--- src/rtl/mem_farm_sched.sv ---
// mem_farm_sched: arbitrates memory requests from several clients and streams the
// granted request out as 32-byte beats spread across interleaved SRAM banks.
//
// Ports:
//   clk, rst_n        clock, synchronous active-low reset
//   req_valid/ready   per-client request handshake (ready is one-hot, IDLE only)
//   req_write         per-client direction (1 = write)
//   req_addr          per-client start byte address, client i at [i*ADDR_W +: ADDR_W]
//   req_len           per-client length in bytes, client i at [i*LEN_W +: LEN_W]
//   prio_mode         0 = fixed priority from client_priority, 1 = round-robin
//   client_priority   first client scanned in fixed mode
//   beat_*            beat stream (valid/ready handshake) with bank/row/byte count
//   done              one-cycle completion pulse for the served client
//   busy              a request is being served
module mem_farm_sched #(
  parameter int unsigned NUM_CLIENTS = 5,
  parameter int unsigned NUM_BANKS   = 16,
  parameter int unsigned ADDR_W      = 19,
  parameter int unsigned LEN_W       = 16,
  localparam int unsigned CW = $clog2(NUM_CLIENTS),
  localparam int unsigned BW = $clog2(NUM_BANKS),
  localparam int unsigned RW = ADDR_W - 5 - BW
) (
  input  logic                          clk,
  input  logic                          rst_n,
  input  logic [NUM_CLIENTS-1:0]        req_valid,
  output logic [NUM_CLIENTS-1:0]        req_ready,
  input  logic [NUM_CLIENTS-1:0]        req_write,
  input  logic [NUM_CLIENTS*ADDR_W-1:0] req_addr,
  input  logic [NUM_CLIENTS*LEN_W-1:0]  req_len,
  input  logic                          prio_mode,
  input  logic [CW-1:0]                 client_priority,
  output logic                          beat_valid,
  input  logic                          beat_ready,
  output logic [CW-1:0]                 beat_client,
  output logic                          beat_write,
  output logic [BW-1:0]                 beat_bank,
  output logic [RW-1:0]                 beat_row,
  output logic [5:0]                    beat_bytes,
  output logic                          beat_last,
  output logic [NUM_CLIENTS-1:0]        done,
  output logic                          busy
);

  typedef enum logic [1:0] {StIdle, StBurst, StDone} state_e;

  state_e            state_q, state_d;
  logic [CW-1:0]     client_q, client_d;
  logic              write_q, write_d;
  logic [BW-1:0]     bank_q, bank_d;
  logic [RW-1:0]     row_q, row_d;
  logic [LEN_W-1:0]  rem_q, rem_d;    // bytes still to send, including current beat
  logic [CW-1:0]     rr_ptr_q, rr_ptr_d;

  logic              gnt_found;
  logic [CW-1:0]     gnt_idx;
  logic [ADDR_W-1:0] sel_addr;
  logic [LEN_W-1:0]  sel_len;
  logic              in_burst;
  logic              is_last;
  logic              unused_addr_low;

  // Scan upward from the start client, wrapping; first valid client wins.
  always_comb begin
    logic [CW-1:0] start;
    int unsigned   idx;
    start     = prio_mode ? rr_ptr_q : client_priority;
    gnt_found = 1'b0;
    gnt_idx   = '0;
    idx       = 0;
    for (int unsigned k = 0; k < NUM_CLIENTS; k++) begin
      idx = (32'(start) + k) % NUM_CLIENTS;
      if (!gnt_found && req_valid[idx]) begin
        gnt_found = 1'b1;
        gnt_idx   = CW'(idx);
      end
    end
  end

  assign sel_addr        = req_addr[gnt_idx*ADDR_W +: ADDR_W];
  assign sel_len         = req_len[gnt_idx*LEN_W +: LEN_W];
  assign unused_addr_low = ^sel_addr[4:0];

  assign in_burst = (state_q == StBurst);
  assign is_last  = (rem_q <= LEN_W'(32));

  always_comb begin
    state_d  = state_q;
    client_d = client_q;
    write_d  = write_q;
    bank_d   = bank_q;
    row_d    = row_q;
    rem_d    = rem_q;
    rr_ptr_d = rr_ptr_q;
    unique case (state_q)
      StIdle: begin
        if (gnt_found) begin
          client_d = gnt_idx;
          write_d  = req_write[gnt_idx];
          bank_d   = sel_addr[5 +: BW];
          row_d    = sel_addr[ADDR_W-1 -: RW];
          rem_d    = sel_len;
          state_d  = (sel_len == '0) ? StDone : StBurst;
        end
      end
      StBurst: begin
        if (beat_ready) begin
          if (is_last) begin
            state_d = StDone;
          end else begin
            rem_d  = rem_q - LEN_W'(32);
            bank_d = bank_q + 1'b1;
            // Bank count is a power of two, so bank wraps by itself; carry into row.
            if (&bank_q) row_d = row_q + 1'b1;
          end
        end
      end
      StDone: begin
        rr_ptr_d = (client_q == CW'(NUM_CLIENTS - 1)) ? '0 : client_q + 1'b1;
        state_d  = StIdle;
      end
      default: state_d = StIdle;
    endcase
  end

  always_ff @(posedge clk) begin
    if (!rst_n) begin
      state_q  <= StIdle;
      client_q <= '0;
      write_q  <= 1'b0;
      bank_q   <= '0;
      row_q    <= '0;
      rem_q    <= '0;
      rr_ptr_q <= '0;
    end else begin
      state_q  <= state_d;
      client_q <= client_d;
      write_q  <= write_d;
      bank_q   <= bank_d;
      row_q    <= row_d;
      rem_q    <= rem_d;
      rr_ptr_q <= rr_ptr_d;
    end
  end

  // No grant while reset is asserted: the acceptance would be lost anyway.
  assign req_ready   = (state_q == StIdle && gnt_found && rst_n) ?
                       (NUM_CLIENTS'(1) << gnt_idx) : '0;
  assign beat_valid  = in_burst;
  assign beat_client = in_burst ? client_q : '0;
  assign beat_write  = in_burst & write_q;
  assign beat_bank   = in_burst ? bank_q : '0;
  assign beat_row    = in_burst ? row_q : '0;
  // rem_q is 1..32 on the final beat, so its low six bits are the byte count.
  assign beat_bytes  = in_burst ? (is_last ? rem_q[5:0] : 6'd32) : '0;
  assign beat_last   = in_burst & is_last;
  assign done        = (state_q == StDone) ? (NUM_CLIENTS'(1) << client_q) : '0;
  assign busy        = (state_q != StIdle);

endmodule

--- config.mk ---
export PLATFORM = sky130hd
export DESIGN_NAME = mem_farm_sched
export DESIGN_NICKNAME = d
export VERILOG_FILES = /design/src/rtl/mem_farm_sched.sv
export SDC_FILE = /design/constraint.sdc
export NUM_CORES = 1
export LEC_CHECK = 0
export ABC_AREA = 1
export BUFFER_PORTS_ARGS = -buffer_cell sky130_fd_sc_hd__clkbuf_2
export CELL_PAD_IN_SITES_DETAIL_PLACEMENT = 0
export CELL_PAD_IN_SITES_GLOBAL_PLACEMENT = 1
export CORE_ASPECT_RATIO = 0.5
export CORE_MARGIN = 2
export CORE_UTILIZATION = 31
export DETAILED_ROUTE_END_ITERATION = 6
export GPL_TIMING_DRIVEN = 1
export HOLD_SLACK_MARGIN = 0.06
export PLACE_DENSITY_LB_ADDON = 0.1
export SLEW_MARGIN = 15
export SYNTH_ARGS = -nofsm -noshare
export SYNTH_HDL_FRONTEND = slang
export SYNTH_SLANG_ARGS = --single-unit
--- constraint.sdc ---
create_clock -name clk -period 6 [get_ports clk]
set_clock_uncertainty 0.2 [all_clocks]
set_input_delay 0.3 -clock clk [delete_from_list [all_inputs] [get_ports clk]]
set_output_delay 0.3 -clock clk [all_outputs]
set_load 0.01 [all_outputs]
==> results.toml, run 1 <==
[sta]
tns_ns = 0
slew_headroom_pct = 46.5
final.period_utilization_pct = 90.0
max_slew.worst_pin.slew_ns = 0.801
fmax_mhz = 185
finalHoldViolations = 0
drv_slew = 0
layout_min_cycle_time_ns = 5.40
setup_violations = 0
rsz0062_at_grt = "no"

[finish]
final_cell_mix = "nand2_1, clkbuf_2, inv_1"
fin_nets = 1315
diodes = 0
area_delta_synth_final_pct = 26.0
drive_gt1_share_pct = 23.5
final_common_cell = "nand2_1"
post-route-util_pct = 40.5
fill_cells = 1765

[die]
chipHeight_um = 93.8
rows = 32
dieArea_um2 = 17200
io-pin-count = 229
chipWidth_um = 184
core_um2 = 15600
start_util_pct = 32.1

[worst_setup_path]
worstPathArrival_ns = 5.41
r2r_slack_ns = 0.60
max_stage_delay_ns = 0.42
worstSetupPathType = "reg -> reg"
endpoint_kind = "flop"
cp_slowest_cell = "nand2_4"
r2r_cells = 32
cpMostUsedCell = "nand2_1"
start_kind = "flop"
cp.required_ns = 6.01
crit_fanout = 39
r2r-end = "row_q[1]"
r2r-start = "rr_ptr_q[1]"

[cts]
h-tree-depth = 2
post_cts_buffers = 0
cts_hold_buffers = 0
clkSlewWorstSetupHoldPaths_ns = 0.06
cts_sinks = 39
cts_resized = 0
cts-root-buf = "clkbuf_16"
clk_latency_ns = 0.29
clock_path_buffers = 2
cts_tree = "done"
cts_buffers = 5

[drt]
drc = 0
via_per_inst = 4.88
routed_wl_um = 18100
first_pass_iters = 4
drtAntennaViolNets = 0
vias = 6355
wl_per_cell_um = 13.9
drt_iter0_drc = 298

[grt]
met2_usage_pct = 39.3
gr-usage-met1_pct = 25.5
grt_max_degree = 44
grt_antenna_before_repair = 0
grt_pass1_wl_um = 28900
met3_usage_pct = 3.10
grt_pass1_vias = 5997
gr-total-overflow = 0
grt.busiest_layer = "met2"
groute.usage.overall_pct = 20.9

[placed_design]
gp_congestion = 0.825
dp_hpwl_um = 14800
port_buffers = 203

[worst_hold_path]
hp-class = "in -> reg"
hold_depth = 3
holdPathEnd = "write_q"
min_from = "req_write[4]"

[synth]
netlist_area_um2 = 5000
synth_cell_types = 47
ys_seq_area_share_pct = 15.6
yosys_warnings = 0
postSynthCellCount = 913
synthesis.nets = 1131
ys_ff_latch = 39
syn_avg_cell_area_um2 = 5.48

[power]
vdd_drop_max_mv = 0.196
powerDensity_nw_per_um2 = 480
p_leak_nw = 3.47

[outcome]
status = "finished clean"

[flow_run]
maxCapViolations = 0
## flip-flops by register name, summed over array words and instances (netlist names)
name      flops
state_q       2
row_q        10
write_q       1
bank_q        4
rem_q        16
client_q      3
rr_ptr_q      3
## area by class of cell
class	count	area (µm²)	share of cell area (%)
tap	204	255	4.05
timing repair buffer	215	1110	17.5
sequential	39	781	12.4
clock buffer	8	156	2.48
inverter	97	367	5.82
multi-input combinational	739	3640	57.7
## metrics by stage
stage / instance area (µm²) / setup WS [ns] / hold slack (ns) / std cells / total power [mW]
after global routing: 6300 / 0.0616 / 0.129 / 1302 / 3.41
after detailed placement: 6150 / 0.395 / 0.271 / 1294 / 2.75
after CTS: 6300 / 0.604 / 0.120 / 1302 / 3.05
after global placement: 6150 / 0.469 / 0.266 / 1294 / 2.74
after floorplan: 5000 / 1.39 / 0.238 / 913 / 2.19
final: 6300 / 0.598 / 0.122 / 1302 / 3.03
## critical path: cells and delay by family (launching register included)
| kind | cells | cell delay, ns |
|---|---|---|
| xor gates and xnor gates | 1 | 0.28 |
| adders and majority gates | 3 | 0.66 |
| DFF | 1 | 0.34 |
| buffers and inverters | 3 | 0.46 |
| and+or+nand+nor | 22 | 2.95 |
| AOI/OAI and AO/OA | 3 | 0.40 |
## Yosys cell counts (all sizes together)
| master | instances | share of area, % |
|---|---|---|
| a211oi | 2 | 0.30 |
| a21boi | 1 | 0.15 |
| a21oi | 56 | 5.7 |
| a22oi | 8 | 1.2 |
| a31o | 2 | 0.35 |
| a31oi | 9 | 1.1 |
| and2 | 1 | 0.13 |
| buf | 25 | 3.4 |
| clkbuf | 13 | 0.98 |
| clkinv | 1 | 0.075 |
| dfxtp | 39 | 16 |
| ha | 26 | 6.5 |
| inv | 96 | 7.3 |
| nand2 | 342 | 26 |
| nand3 | 87 | 8.9 |
| nand3b | 1 | 0.15 |
| nand4 | 16 | 2.3 |
| nor2 | 86 | 7.1 |
| nor3 | 11 | 1.1 |
| nor4 | 2 | 0.25 |
| o211ai | 5 | 1.0 |
| o21ai | 64 | 6.8 |
| o21bai | 1 | 0.15 |
| o221ai | 1 | 0.18 |
| o311ai | 1 | 0.18 |
| or2 | 5 | 0.63 |
| xnor2 | 1 | 0.18 |
| xor2 | 11 | 1.9 |
## routing by layer
layer / vias to the layer above / routed length, µm
met4: 0 / 259
li1: 3318 / -
met5: - / 0
met3: 18 / 892
met2: 145 / 8740
met1: 2874 / 8210
## report_power, final
group,switching (mW),leakage (nW),internal [mW]
registers,0.0765,0.323,0.358
clock network,0.110,0.0772,0.177
logic,1.54,3.07,0.768
total,1.72,3.47,1.30
## worst max-delay path by stage
stage	slack, ns	depth (start not counted)	to	from
2_1_floorplan	1.39	30	req_ready[0]	prio_mode
3_3_place_gp	0.47	30	bank_q[1]	prio_mode
3_5_place_dp	0.39	32	row_q[1]	prio_mode
4_1_cts	0.60	30	row_q[1]	rr_ptr_q[1]
5_1_grt	0.06	32	row_q[2]	rr_ptr_q[1]
6_report	0.60	32	row_q[1]	rr_ptr_q[1]
## cells by family after synthesis
logic type,share of synthesized area [%]
XOR/XNOR,2.10
adder cells (fa/ha/maj),6.50
flip-flops,15.6
AO/OA/AOI/OAI,17.1
AND/OR/NAND/NOR,47.0
buffers and inverters,11.7
No activity file was read; power rests on OpenSTA's default activity.
==> inputs of run 2 (changes only) <==
--- a/config.mk
+++ b/config.mk
@@ -9,8 +9,7 @@
 export BUFFER_PORTS_ARGS = -buffer_cell sky130_fd_sc_hd__clkbuf_2
 export CELL_PAD_IN_SITES_DETAIL_PLACEMENT = 0
 export CELL_PAD_IN_SITES_GLOBAL_PLACEMENT = 1
-export CORE_ASPECT_RATIO = 0.5
-export CORE_MARGIN = 2
+export CORE_MARGIN = 8
 export CORE_UTILIZATION = 31
 export DETAILED_ROUTE_END_ITERATION = 6
 export GPL_TIMING_DRIVEN = 1
==> results.toml, run 2 (same netlist as run 1, synthesis figures left out) <==
[worst_setup_path]
endpoint = "req_ready[0]"
startpoint = "rr_ptr_q[1]"
worstPathArrival_ns = 4.77
r2r_slack_ns = 0.75
cp_slowest_cell = "nor3_1"
r2r-start = "rr_ptr_q[1]"
start_kind = "flop"
cp.required_ns = 5.50
endpoint_kind = "output port"
worstSetupPathType = "reg -> out"
r2r-end = "bank_q[1]"
crit_fanout = 6
max_stage_delay_ns = 0.39
cpMostUsedCell = "nand2_1"
r2r_cells = 33

[placed_design]
place_ws_ns = 0.503
gp_congestion = 0.890
dpl-instance-area_um2 = 6230
port_buffers = 203
dpl.cell_count = 1313
dp_hpwl_um = 17200

[drt]
drc = 0
wl_per_cell_um = 15.9
drtAntennaViolNets = 0
drt_iter0_drc = 325
first_pass_iters = 5
via_per_inst = 4.73
vias = 6253
routed_wl_um = 20900

[finish]
reg_top3 = "rem_q (16), row_q (10), bank_q (4)"
regMostFlops = "rem_q"
largest_reg_flops = 16
fill_cells = 1824
design_area_um2 = 6390
final_common_cell = "nand2_1"
fin_nets = 1322
fin_cells = 1321
final_cell_mix = "nand2_1, clkbuf_2, inv_1"
area_delta_synth_final_pct = 27.7
drive_gt1_share_pct = 23.9

[grt]
grt_max_degree = 44
groute.usage.overall_pct = 20.0
grt_pass1_wl_um = 32500
grt_antenna_before_repair = 1
gr-total-overflow = 0
grt_pass1_vias = 6175

[sta]
slew_headroom_pct = 50.8
drv_slew = 0
setup_ws_ns = 0.734
finalHoldViolations = 0
max_slew.worst_pin.slew_ns = 0.738
setup_violations = 0
layout_min_cycle_time_ns = 5.27
fmax_mhz = 190
rsz0062_at_grt = "no"
final.period_utilization_pct = 87.8
tns_ns = 0

[outcome]
status = "finished clean"

[power]
total_power_mw = 3.22
vdd_drop_max_mv = 0.220
p_leak_nw = 3.51
powerDensity_nw_per_um2 = 503

[cts]
clkSlewWorstSetupHoldPaths_ns = 0.06
cts_buffers = 5
clock_path_buffers = 2
post_cts_buffers = 0
h-tree-depth = 2
cts_resized = 0
clk_latency_ns = 0.28
cts_tree = "done"
cts-root-buf = "clkbuf_16"
cts_hold_buffers = 0
cts_sinks = 39

[die]
chipWidth_um = 143
dieArea_um2 = 20500
io-pin-count = 229
start_util_pct = 31.6
rows = 46
chipHeight_um = 143
core_um2 = 15800

[worst_hold_path]
min_from = "req_write[4]"
hold_depth = 3
hp-class = "in -> reg"

[flow_run]
maxCapViolations = 0
-- run 2: how the worst min path moves through the flow --
stage	endpoint	slack (ns)
2_1_floorplan	bank_q[3]	0.24
3_3_place_gp	rem_q[9]	0.27
3_5_place_dp	rem_q[9]	0.27
4_1_cts	write_q	0.17
5_1_grt	write_q	0.16
6_report	write_q	0.17
-- run 2: final cells by class --
class / count / area [µm²] / area share, %
Inverter: 97 / 367 / 5.74
Sequential cell: 39 / 781 / 12.2
Tap cell: 216 / 270 / 4.23
Antenna cell: 1 / 2.50 / 0.0392
Multi-Input combinational cell: 739 / 3640 / 57.0
Timing Repair Buffer: 222 / 1170 / 18.3
Clock buffer: 6 / 129 / 2.02
Clock inverter: 1 / 30.0 / 0.470
-- run 2: metrics by stage --
step           hold WS, ns  utilization, %
2_1_floorplan        0.238               -
3_3_place_gp         0.269            39.3
3_5_place_dp         0.273            39.3
4_1_cts              0.167            40.3
5_1_grt              0.159            40.4
6_report             0.173            40.4
-- run 2: critical path: cells and delay by family, from the launching register on --
kind / cells / cell delay [ns]
xor gates and xnor gates: 1 / 0.30
DFF: 1 / 0.32
AOI/OAI and AO/OA: 1 / 0.15
buffers and inverters: 4 / 0.54
adders and majority gates: 3 / 0.67
and+or+nand+nor: 21 / 2.47
-- run 2: where the power goes --
part           internal [mW]  leakage [nW]  switching, mW  total [mW]
clock                  0.194        0.0769          0.104       0.298
combinational          0.807          3.11           1.68        2.49
sequential             0.358         0.323         0.0735       0.431
total                   1.36          3.51           1.86        3.22
-- run 2: routing by layer --
| metal | global-route usage [%] | wire length, µm | up-vias |
|---|---|---|---|
| li1 | - | - | 3330 |
| met3 | 3.57 | 1520 | 15 |
| met5 | 0 | 0 | - |
| met4 | 3.47 | 276 | 0 |
| met2 | 34.3 | 9380 | 179 |
| met1 | 25.7 | 9770 | 2729 |
==> inputs of run 3 (changes only) <==
--- a/config.mk
+++ b/config.mk
@@ -6,9 +6,10 @@
 export NUM_CORES = 1
 export LEC_CHECK = 0
 export ABC_AREA = 1
-export BUFFER_PORTS_ARGS = -buffer_cell sky130_fd_sc_hd__clkbuf_2
+export BUFFER_PORTS_ARGS = -buffer_cell sky130_fd_sc_hd__buf_2
 export CELL_PAD_IN_SITES_DETAIL_PLACEMENT = 0
 export CELL_PAD_IN_SITES_GLOBAL_PLACEMENT = 1
+export CORE_ASPECT_RATIO = 2
 export CORE_MARGIN = 8
 export CORE_UTILIZATION = 31
 export DETAILED_ROUTE_END_ITERATION = 6
==> results.toml, run 3 (same netlist as run 1, synthesis figures left out) <==
[sta]
setup_violations = 0
drv_slew = 0
slew_headroom_pct = 45.1
holdWs_ns = 0.102
final.period_utilization_pct = 87.6
max_slew.worst_pin.slew_ns = 0.823
rsz0062_at_grt = "no"
setup_ws_ns = 0.744
layout_min_cycle_time_ns = 5.26
finalHoldViolations = 0
fmax_mhz = 190
tns_ns = 0

[finish]
reg_top3 = "rem_q (16), row_q (10), bank_q (4)"
post-route-util_pct = 39.9
multi_input_area_um2 = 3640
regMostFlops = "rem_q"
area_delta_synth_final_pct = 25.8
final_common_cell = "nand2_1"
final_cell_mix = "nand2_1, buf_2, inv_1"
largest_reg_flops = 16
fin_nets = 1316
seqCellArea_um2 = 781
drive_gt1_share_pct = 23.5
fill_cells = 1895

[worst_setup_path]
cpMostUsedCell = "nand2_1"
start_kind = "flop"
worstPathArrival_ns = 4.76
endpoint_kind = "output port"
worstSetupPathType = "reg -> out"
cp_slowest_cell = "nand2_4"
crit_fanout = 39
max_stage_delay_ns = 0.36
cp.required_ns = 5.50

[drt]
drt_iter0_drc = 210
vias = 6309
first_pass_iters = 5
routed_wl_um = 21500
wl_per_cell_um = 16.5
via_per_inst = 4.85
drc = 0
drtAntennaViolNets = 0

[grt]
gr-total-overflow = 0
gr-usage-met1_pct = 20.2
grt_pass1_vias = 6448
grt_antenna_before_repair = 2
grt_pass1_wl_um = 33400
met3_usage_pct = 2.51
groute.usage.overall_pct = 20.2
grt_max_degree = 44
grt.busiest_layer = "met2"
met2_usage_pct = 39.6

[die]
chipWidth_um = 106
dieArea_um2 = 20700
io-pin-count = 229
start_util_pct = 31.7
rows = 65
chipHeight_um = 196
core_um2 = 15800

[cts]
cts_tree = "done"
clock_path_buffers = 2
post_cts_buffers = 0
cts-root-buf = "clkbuf_16"
cts_sinks = 39
cts_hold_buffers = 0
h-tree-depth = 2
cts_buffers = 5
cts_resized = 0
clkSlewWorstSetupHoldPaths_ns = 0.07
clk_latency_ns = 0.29

[power]
powerDensity_nw_per_um2 = 487
vdd_drop_max_mv = 0.148
p_leak_nw = 3.46
total_power_mw = 3.06

[worst_hold_path]
hp-class = "in -> reg"

[outcome]
status = "finished clean"

[placed_design]
place_ws_ns = 0.459
gp_congestion = 0.865
dp_hpwl_um = 17700
port_buffers = 203

[flow_run]
maxCapViolations = 0
run 3: changes by cell type in the layout (fill, tap and decap cells not counted), sizes merged:
cell,before,now
buf,19,216
clkbuf,209,7
clkinv,1,2
bufinv,1,0
run 3: through the flow:
step,instance area [µm²],std cells
after floorplan,5000,913
after global placement,6150,1292
after detailed placement,6150,1292
after CTS,6290,1300
after global routing,6290,1301
final,6290,1301
run 3: final timing paths:
kind	slack, ns	depth (start not counted)	startpoint	to
max	0.74	27	rr_ptr_q[1]	req_ready[0]
min	0.10	3	req_write[4]	write_q
max reg2reg	0.75	30	rr_ptr_q[1]	bank_q[1]
min reg2reg	0.28	2	rem_q[9]	rem_q[9]
run 3: where the power goes:
group | total (mW) | switching (mW) | internal (mW)
registers | 0.436 | 0.0782 | 0.358
clock network | 0.265 | 0.111 | 0.154
logic | 2.36 | 1.59 | 0.768
run 3: final cells by class:
| cell class | count | area share (%) |
|---|---|---|
| multi-input combinational | 739 | 57.8 |
| timing repair buffer | 216 | 17.7 |
| sequential | 39 | 12.4 |
| inverter | 97 | 5.83 |
| tap | 201 | 4.00 |
| clock buffer | 7 | 2.11 |
| clock inverter | 1 | 0.0796 |
| antenna | 1 | 0.0398 |
run 3: critical path, delay by kind of cell, from the launching register on:
family | cells | cell delay [ns]
buf+inv | 3 | 0.40
simple gates | 19 | 2.60
compound gates | 1 | 0.15
flops | 1 | 0.34
xor+xnor | 1 | 0.30
fa+ha+maj | 3 | 0.67
run 3: metal layers:
layer / part of all wire [%] / up-vias
li1: - / 3314
met1: 36 / 2797
met5: 0.061 / -
met2: 56 / 158
met3: 4.2 / 38
met4: 3.6 / 2
